<file path="src/rtl/interboard_tx_pkg.sv">
// ----------------------------------------------------------------------------
// interboard_tx_pkg
// Shared definitions for the inter-board link transmitter:
//   - TX FSM state encodings (kept as plain 2-bit constants so older
//     Verilog code that compares state values keeps working)
//   - message packing on the 8-bit bus: type in [7:5], number in [4:0]
//   - counter width helper
// ----------------------------------------------------------------------------
package interboard_tx_pkg;

    localparam logic [1:0] IB_TX_IDLE     = 2'd0;
    localparam logic [1:0] IB_TX_REQ      = 2'd1;
    localparam logic [1:0] IB_TX_WAIT_LOW = 2'd2;
    localparam logic [1:0] IB_TX_GAP      = 2'd3;

    // Field order of the packed struct fixes the bus layout:
    // msg_type lands in [7:5], number in [4:0].
    typedef struct packed {
        logic [2:0] msg_type;
        logic [4:0] number;
    } ib_msg_t;

    // Width able to hold values 0..n-1, never narrower than one bit.
    function automatic int cnt_width(input int n);
        return (n <= 2) ? 1 : $clog2(n);
    endfunction

endpackage

</file>
<file path="src/rtl/interboard_tx_if.sv">
// ----------------------------------------------------------------------------
// interboard_tx_if
// Bundles the master-FSM message strobe, the peer handshake and the status
// outputs of the link transmitter.
//   master : the transmitter side (consumes ctrl_* and tx_ack, drives the rest)
//   slave  : the environment side (game master FSM + peer board)
// ----------------------------------------------------------------------------
interface interboard_tx_if;
    logic       ctrl_en;
    logic [2:0] ctrl_msg_type;
    logic [4:0] ctrl_number;
    logic       tx_ack;
    logic       tx_request;
    logic [7:0] tx_data;
    logic       inter_ready;
    logic       busy;
    logic       link_err;
    logic       overflow;

    modport master (
        input  ctrl_en, ctrl_msg_type, ctrl_number, tx_ack,
        output tx_request, tx_data, inter_ready, busy, link_err, overflow
    );

    modport slave (
        output ctrl_en, ctrl_msg_type, ctrl_number, tx_ack,
        input  tx_request, tx_data, inter_ready, busy, link_err, overflow
    );
endinterface

</file>
<file path="src/rtl/interboard_tx_sync.sv">
// ----------------------------------------------------------------------------
// sync_two_ff
// Two-flop synchronizer for a single asynchronous level.
//   clk : destination clock
//   rst : asynchronous active-low reset, both flops clear to 0
//   d   : asynchronous input
//   q   : synchronized output (two clk cycles of latency)
// ----------------------------------------------------------------------------
module sync_two_ff (
    input  logic clk,
    input  logic rst,
    input  logic d,
    output logic q
);
    logic meta_reg;
    logic sync_reg;

    always_ff @(posedge clk or negedge rst) begin
        if (!rst) begin
            meta_reg <= 1'b0;
            sync_reg <= 1'b0;
        end else begin
            meta_reg <= d;
            sync_reg <= meta_reg;
        end
    end

    assign q = sync_reg;
endmodule

</file>
<file path="src/rtl/interboard_tx.sv">
// ----------------------------------------------------------------------------
// interboard_tx
// Master-side link transmitter. Queues message strobes from the game master
// FSM in a 2-entry FIFO and sends each one to the peer board over an 8-bit
// parallel bus with a 4-phase request/acknowledge handshake. A request that
// sees no acknowledge for TIMEOUT_CYC cycles is withdrawn and re-sent after a
// gap, up to MAX_RETRY times; after that the message is dropped and link_err
// is set.
//
// Ports:
//   clk            system clock
//   rst            asynchronous active-low reset
//   interboard_rst synchronous active-high clear, same effect as rst
//   bus.ctrl_en / ctrl_msg_type / ctrl_number   message strobe and payload
//   bus.tx_ack       peer acknowledge (asynchronous)
//   bus.tx_request   handshake request to the peer
//   bus.tx_data      {msg_type, number}
//   bus.inter_ready  one-cycle pulse per delivered message
//   bus.busy         FIFO non-empty or FSM not idle
//   bus.link_err     sticky: a message was dropped after the last retry
//   bus.overflow     sticky: a strobe arrived while the FIFO was full
// ----------------------------------------------------------------------------
module interboard_tx
    import interboard_tx_pkg::*;
#(
    parameter int TIMEOUT_CYC = 100000,
    parameter int MAX_RETRY   = 3,
    parameter int GAP_CYC     = 16
) (
    input  logic            clk,
    input  logic            rst,
    input  logic            interboard_rst,
    interboard_tx_if.master bus
);

    localparam int TW = cnt_width(TIMEOUT_CYC);
    localparam int RW = cnt_width(MAX_RETRY + 1);
    localparam int GW = cnt_width(GAP_CYC);

    localparam logic [TW-1:0] TMO_LAST  = TW'(TIMEOUT_CYC - 1);
    localparam logic [RW-1:0] RETRY_MAX = RW'(MAX_RETRY);
    localparam logic [GW-1:0] GAP_LAST  = GW'(GAP_CYC - 1);

    // ------------------------------------------------------------------
    // Acknowledge synchronizer: every handshake decision uses ack_s only.
    // ------------------------------------------------------------------
    logic ack_s;

    sync_two_ff u_ack_sync (
        .clk (clk),
        .rst (rst),
        .d   (bus.tx_ack),
        .q   (ack_s)
    );

    // ------------------------------------------------------------------
    // State
    // ------------------------------------------------------------------
    ib_msg_t         fifo_mem [2];
    logic            wr_ptr_reg;
    logic            rd_ptr_reg;
    logic [1:0]      count_reg;

    logic [1:0]      state_reg;
    logic [TW-1:0]   tmo_cnt_reg;
    logic [RW-1:0]   retry_cnt_reg;
    logic [GW-1:0]   gap_cnt_reg;
    logic            tx_request_reg;
    logic [7:0]      tx_data_reg;
    logic            inter_ready_reg;
    logic            link_err_reg;
    logic            overflow_reg;

    logic            fifo_full;
    logic            fifo_empty;
    logic            pop;
    logic            push;
    logic            drop;
    logic            tmo_hit;
    logic            gap_done;

    assign fifo_full  = (count_reg == 2'd2);
    assign fifo_empty = (count_reg == 2'd0);

    // A pop happens only from IDLE and never while a stale ack is visible,
    // so the peer always sees a clean low-to-high request.
    assign pop  = (state_reg == IB_TX_IDLE) && !fifo_empty && !ack_s;
    // A full FIFO still accepts a strobe when an entry leaves in the same cycle.
    assign push = bus.ctrl_en && (!fifo_full || pop);
    assign drop = bus.ctrl_en && fifo_full && !pop;

    assign tmo_hit  = (tmo_cnt_reg == TMO_LAST);
    assign gap_done = (gap_cnt_reg == GAP_LAST);

    // FIFO storage: no reset needed, validity is tracked by count_reg.
    always_ff @(posedge clk) begin
        if (push) begin
            fifo_mem[wr_ptr_reg] <= '{msg_type: bus.ctrl_msg_type, number: bus.ctrl_number};
        end
    end

    // ------------------------------------------------------------------
    // FIFO pointers and sticky overflow
    // ------------------------------------------------------------------
    always_ff @(posedge clk or negedge rst) begin
        if (!rst) begin
            wr_ptr_reg   <= 1'b0;
            rd_ptr_reg   <= 1'b0;
            count_reg    <= 2'd0;
            overflow_reg <= 1'b0;
        end else if (interboard_rst) begin
            wr_ptr_reg   <= 1'b0;
            rd_ptr_reg   <= 1'b0;
            count_reg    <= 2'd0;
            overflow_reg <= 1'b0;
        end else begin
            if (push) wr_ptr_reg <= ~wr_ptr_reg;
            if (pop)  rd_ptr_reg <= ~rd_ptr_reg;
            case ({push, pop})
                2'b10:   count_reg <= count_reg + 2'd1;
                2'b01:   count_reg <= count_reg - 2'd1;
                default: count_reg <= count_reg;
            endcase
            if (drop) overflow_reg <= 1'b1;
        end
    end

    // ------------------------------------------------------------------
    // Handshake FSM
    // ------------------------------------------------------------------
    always_ff @(posedge clk or negedge rst) begin
        if (!rst) begin
            state_reg       <= IB_TX_IDLE;
            tmo_cnt_reg     <= '0;
            retry_cnt_reg   <= '0;
            gap_cnt_reg     <= '0;
            tx_request_reg  <= 1'b0;
            tx_data_reg     <= 8'd0;
            inter_ready_reg <= 1'b0;
            link_err_reg    <= 1'b0;
        end else if (interboard_rst) begin
            state_reg       <= IB_TX_IDLE;
            tmo_cnt_reg     <= '0;
            retry_cnt_reg   <= '0;
            gap_cnt_reg     <= '0;
            tx_request_reg  <= 1'b0;
            tx_data_reg     <= 8'd0;
            inter_ready_reg <= 1'b0;
            link_err_reg    <= 1'b0;
        end else begin
            inter_ready_reg <= 1'b0;
            case (state_reg)
                IB_TX_IDLE: begin
                    if (pop) begin
                        tx_data_reg    <= fifo_mem[rd_ptr_reg];
                        tx_request_reg <= 1'b1;
                        tmo_cnt_reg    <= '0;
                        retry_cnt_reg  <= '0;
                        state_reg      <= IB_TX_REQ;
                    end
                end

                IB_TX_REQ: begin
                    // Ack is tested first so it wins on the timeout cycle.
                    if (ack_s) begin
                        tx_request_reg <= 1'b0;
                        state_reg      <= IB_TX_WAIT_LOW;
                    end else if (tmo_hit) begin
                        tx_request_reg <= 1'b0;
                        if (retry_cnt_reg < RETRY_MAX) begin
                            retry_cnt_reg <= retry_cnt_reg + 1'b1;
                            gap_cnt_reg   <= '0;
                            state_reg     <= IB_TX_GAP;
                        end else begin
                            link_err_reg <= 1'b1;
                            state_reg    <= IB_TX_IDLE;
                        end
                    end else begin
                        // Stops at TMO_LAST, so the counter cannot wrap.
                        tmo_cnt_reg <= tmo_cnt_reg + 1'b1;
                    end
                end

                IB_TX_WAIT_LOW: begin
                    if (!ack_s) begin
                        inter_ready_reg <= 1'b1;
                        state_reg       <= IB_TX_IDLE;
                    end
                end

                IB_TX_GAP: begin
                    // Re-raise only after the full gap and with the peer's ack low.
                    if (gap_done && !ack_s) begin
                        tx_request_reg <= 1'b1;
                        tmo_cnt_reg    <= '0;
                        state_reg      <= IB_TX_REQ;
                    end else if (!gap_done) begin
                        gap_cnt_reg <= gap_cnt_reg + 1'b1;
                    end
                end

                default: state_reg <= IB_TX_IDLE;
            endcase
        end
    end

    // ------------------------------------------------------------------
    // Outputs
    // ------------------------------------------------------------------
    assign bus.tx_request  = tx_request_reg;
    assign bus.tx_data     = tx_data_reg;
    assign bus.inter_ready = inter_ready_reg;
    assign bus.link_err    = link_err_reg;
    assign bus.overflow    = overflow_reg;
    assign bus.busy        = !fifo_empty || (state_reg != IB_TX_IDLE);

endmodule

</file>
<file path="src/flat_wrapper.sv">
// flat-port wrapper written by rule: the top's interface ports become plain ports
module interboard_tx_flat import interboard_tx_pkg::*;
#(
    parameter int TIMEOUT_CYC = 100000,
    parameter int MAX_RETRY   = 3,
    parameter int GAP_CYC     = 16
)
  (clk, rst, interboard_rst, bus_ctrl_en, bus_ctrl_msg_type, bus_ctrl_number, bus_tx_ack, bus_tx_request, bus_tx_data, bus_inter_ready, bus_busy, bus_link_err, bus_overflow);
  interboard_tx_if bus_i ();
  input  logic clk;
  input  logic rst;
  input  logic interboard_rst;
  input wire logic [$bits(bus_i.ctrl_en)-1:0] bus_ctrl_en;
  input wire logic [$bits(bus_i.ctrl_msg_type)-1:0] bus_ctrl_msg_type;
  input wire logic [$bits(bus_i.ctrl_number)-1:0] bus_ctrl_number;
  input wire logic [$bits(bus_i.tx_ack)-1:0] bus_tx_ack;
  output wire logic [$bits(bus_i.tx_request)-1:0] bus_tx_request;
  output wire logic [$bits(bus_i.tx_data)-1:0] bus_tx_data;
  output wire logic [$bits(bus_i.inter_ready)-1:0] bus_inter_ready;
  output wire logic [$bits(bus_i.busy)-1:0] bus_busy;
  output wire logic [$bits(bus_i.link_err)-1:0] bus_link_err;
  output wire logic [$bits(bus_i.overflow)-1:0] bus_overflow;
  assign bus_i.ctrl_en = bus_ctrl_en;
  assign bus_i.ctrl_msg_type = bus_ctrl_msg_type;
  assign bus_i.ctrl_number = bus_ctrl_number;
  assign bus_i.tx_ack = bus_tx_ack;
  assign bus_tx_request = bus_i.tx_request;
  assign bus_tx_data = bus_i.tx_data;
  assign bus_inter_ready = bus_i.inter_ready;
  assign bus_busy = bus_i.busy;
  assign bus_link_err = bus_i.link_err;
  assign bus_overflow = bus_i.overflow;
  interboard_tx #(.TIMEOUT_CYC(TIMEOUT_CYC), .MAX_RETRY(MAX_RETRY), .GAP_CYC(GAP_CYC)) u_core (.clk(clk), .rst(rst), .interboard_rst(interboard_rst), .bus(bus_i));
endmodule
</file>
<file path="config.mk">
export PLATFORM = sky130hd
export DESIGN_NAME = interboard_tx_flat
export DESIGN_NICKNAME = d
export VERILOG_FILES = /design/src/rtl/interboard_tx_pkg.sv /design/src/rtl/interboard_tx_if.sv /design/src/rtl/interboard_tx_sync.sv /design/src/rtl/interboard_tx.sv /design/src/flat_wrapper.sv
export SDC_FILE = /design/constraint.sdc
export NUM_CORES = 1
export LEC_CHECK = 0
export ABC_AREA = 1
export BUFFER_PORTS_ARGS = -buffer_cell sky130_fd_sc_hd__buf_2
export CORE_MARGIN = 2
export CORE_UTILIZATION = 28
export CTS_CLUSTER_SIZE = 10
export DETAILED_ROUTE_END_ITERATION = 16
export SYNTH_ARGS = -nofsm -noshare
export SYNTH_HDL_FRONTEND = slang
export SYNTH_HIERARCHICAL = 1
export SYNTH_SLANG_ARGS = --single-unit
</file>
<file path="constraint.sdc">
create_clock -name clk -period 2.3 [get_ports clk]
set_input_delay 0.46 -clock clk [delete_from_list [all_inputs] [get_ports clk]]
set_output_delay 0.46 -clock clk [all_outputs]
set_load 0.01 [all_outputs]
</file>
==> impl_summary.txt <==
----------------------------------------------------
[Run status]
  Run status ... complete, no violations

[Global routing]
  Global routing usage summed across all routing layers ... 12.4%
  Final global-route overflow total ... 0
  Antenna violations before repair ... 0
  Largest net degree at the start of global routing ... 20
  Number of global-route vias before repair ... 2682
  First-pass GRT wire length ... 12600 um

[Synthesis]
  Dominant cells by area after synthesis ... dfrtp_1 (33%), edfxtp_1 (15%), nand2_1 (14%)
  Number of distinct library cells after synthesis ... 34
  Dominant combinational cell family by area after synthesis ... simple AND/OR/NAND/NOR gates
  Flop and latch count out of synthesis ... 59
  Synth area leader ... dfrtp_1
  Sequential fraction of the synthesis area ... 48.3%
  Adder-cell area share of the yosys netlist ... 2.72%
  Syn Inst Count ... 408
  Fraction of synthesized area in multiplexers ... 2.17%
  Mean area per synthesized cell ... 7.90 um2
  Simple-gate portion of the synthesized area ... 34.3%
  Area of the mapped netlist ... 0.00322 mm2
  Net count after synthesis ... 428
  Area fraction in compound gates after synthesis ... 5.47%
  Count of warnings emitted by yosys ... 6
  Parity-gate share of the synthesized area counting xor and xnor cells ... 0.272%
  Yosys top cell area share ... 33.4%

[Detailed routing]
  Residual DRC count ... 0
  Via-to-Cell Ratio ... 4.71
  Detailed Routing Iterations Pass 1 ... 4
  Initial DRC count ... 106
  Routed wire length ... 7200 um
  Routed vias ... 2774
  Routed WL per cell ... 12.2 um
  Detail Route Antenna Nets ... 0

[Job]
  Max_cap viols ... 0

[Cells and area]
  Number of flip-flops in the largest register ... 17
  Total Nets Final ... 461
  Total inserted antenna cells ... 0
  Fraction of layout cells with a size suffix above 1 ... 15.7%
  Final core occ ... 34.0%
  Relative area change from synthesis to final layout ... 19.5%

[Die]
  Chip height ... 111 um
  Full die area ... 0.0124 mm2
  Number of core rows ... 39
  Placeable core area ... 0.0113 mm2
  Ports placed on the boundary ... 26
  Die extent in x ... 111 um
  Effective utilization at floorplan ... 28.5%

[Worst hold path]
  Worst min path class ... in -> async

[CTS]
  Hold bufs inserted after CTS ... 0
  Number of instances resized during post-cts repair ... 0
  Post CTS Setup Buffer Count ... 0
  CTS max path bufs ... 2
  Root Buffer ... clkbuf_16
  Total number of H-tree levels ... 3
  TritonCTS clock tree ... yes
  Clock-pin transition on the worst setup and hold timing paths ... 0.06 ns
  Clock insertion delay at the later pin of the skew report ... 0.33 ns
  Clock buffers created by TritonCTS ... 9
  Sink Count ... 59

[Worst setup path]
  Crit path max-delay cell type ... dfrtp_1
  CP Capture Type ... primary output
  Worst setup path category ... reg -> out
  Crit path buffers/inverters ... 2
  Ordered list of cells on the worst path ... inv_1 -> ha_1 -> nand3_1 -> buf_2
  Origin of the critical flop-to-flop path ... u_core/state_reg[0]
  Family of cells with the greatest summed delay on the critical path ... flip-flops
  Data arrival time of the critical path ... 1.35 ns
  Critical path startpoint ... u_core/state_reg[0]
  Worst stage delay on the critical path ... 0.42 ns
  Kind of start point of the critical path ... flip-flop
  Req. time, crit path ... 1.84 ns
  Peak fanout along the critical path ... 5

[STA]
  Setup WS post-layout ... 0.486 ns
  Final hold vios ... 0
  Number of pins with negative max-slew slack in the final report ... 0
  Final clock period utilization by the worst path ... 78.9%
  Worst max-slew margin expressed relative to the limit ... 67.1%
  Setup repair after global routing missed its margin ... no
  Least-Margin Pin Slew ... 0.494 ns
  Clk_skew ... 0.00843 ns
  Final setup violation count ... 0
  Shortest period the worst path allows ... 1.81 ns
  Summed negative setup slack over all endpoints ... 0 ns
  Fmax ... 551 MHz

[Place]
  Minimum setup slack after placement ... 0.538 ns
  IO Port Bufs ... 25
  Gpl congestion ... 0.890
  Sum of net half-perimeters after detailed placement ... 5190 um

[Pwr]
  Worst vdd ir ... 0.523 mV
  Final Power ... 3.78 mW
  Total leakage power ... 1.77 nW
  Total power divided by cell area ... 982 mW/mm2

----------------------------------------------------
stage by stage:
step | area (um2) | hold slack, ns | instances
global route | 3850 | 0.0235 | 589
floorplan | 3220 | 0.164 | 408
CTS | 3850 | 0.0102 | 589
detailed placement | 3520 | 0.339 | 573
global placement | 3520 | 0.335 | 573
finish | 3850 | 0.0112 | 589
routing by layer:
metal / GRT usage (%) / share of wire [%] / vias up
met3: 2.41 / 3.8 / 9
li1: - / - / 1400
met5: 0 / 0 / -
met2: 19.2 / 47 / 51
met4: 5.60 / 1.4 / 0
met1: 16.8 / 48 / 1314
synthesized netlist by cell type (all sizes together):
| cell | number |
|---|---|
| nand2 | 132 |
| nor2 | 57 |
| nand3 | 46 |
| dfrtp | 43 |
| inv | 39 |
| o21ai | 23 |
| edfxtp | 16 |
| nand4 | 9 |
| buf | 7 |
| ha | 7 |
| mux2i | 7 |
| clkbuf | 5 |
| a21oi | 4 |
| nor3 | 4 |
| o21bai | 2 |
| a311oi | 1 |
| nand3b | 1 |
| nor4 | 1 |
| o21a | 1 |
| o22ai | 1 |
| or2 | 1 |
| xor2 | 1 |
cell usage in the layout (no fill, tap or decap), types with 9 or more instances in the layout:
| master | count |
|---|---|
| nand3_1 | 45 |
| buf_4 | 9 |
| inv_1 | 34 |
| edfxtp_1 | 16 |
| nor2_1 | 53 |
| nand4_1 | 9 |
| buf_2 | 25 |
| clkbuf_16 | 9 |
| o21ai_0 | 16 |
| dfrtp_1 | 43 |
| nand2_1 | 124 |
power by group:
part	leakage (nW)	switching, mW	internal, mW
sequential	0.735	0.116	1.22
combinational	0.879	0.660	0.323
clock	0.156	0.505	0.955
total	1.77	1.28	2.50
cells by family (layout without fill, tap and decap cells):
family,after synthesis,in the layout
AO/OA/AOI/OAI,32,32
XOR/XNOR,1,1
adder cells (fa/ha/maj),7,7
buffers and inverters,51,89
flip-flops,59,59
multiplexers,7,7
AND/OR/NAND/NOR,251,251
worst paths after layout:
check / depth (start not counted) / endpoint / slack, ns
min: 1 / u_core/tmo_cnt_reg[16] / 0.01
min reg2reg: 0 / u_core/u_ack_sync/q / 0.35
min in group clk: 1 / u_core/u_ack_sync/meta_reg / 0.25
max in group asynchronous: 2 / u_core/gap_cnt_reg[0] / 1.76
max: 4 / bus_busy / 0.49
max reg2reg: 9 / u_core/tmo_cnt_reg[5] / 0.55
final cells by class:
type	instances	area, um2
clock inverter	7	103
sequential	59	1560
clock buffer	9	225
fill	1195	7470
inverter	39	149
timing repair buffer	34	193
tap	143	179
multi-input combinational	298	1450
Note: power is estimated with default switching activity, not from simulation.
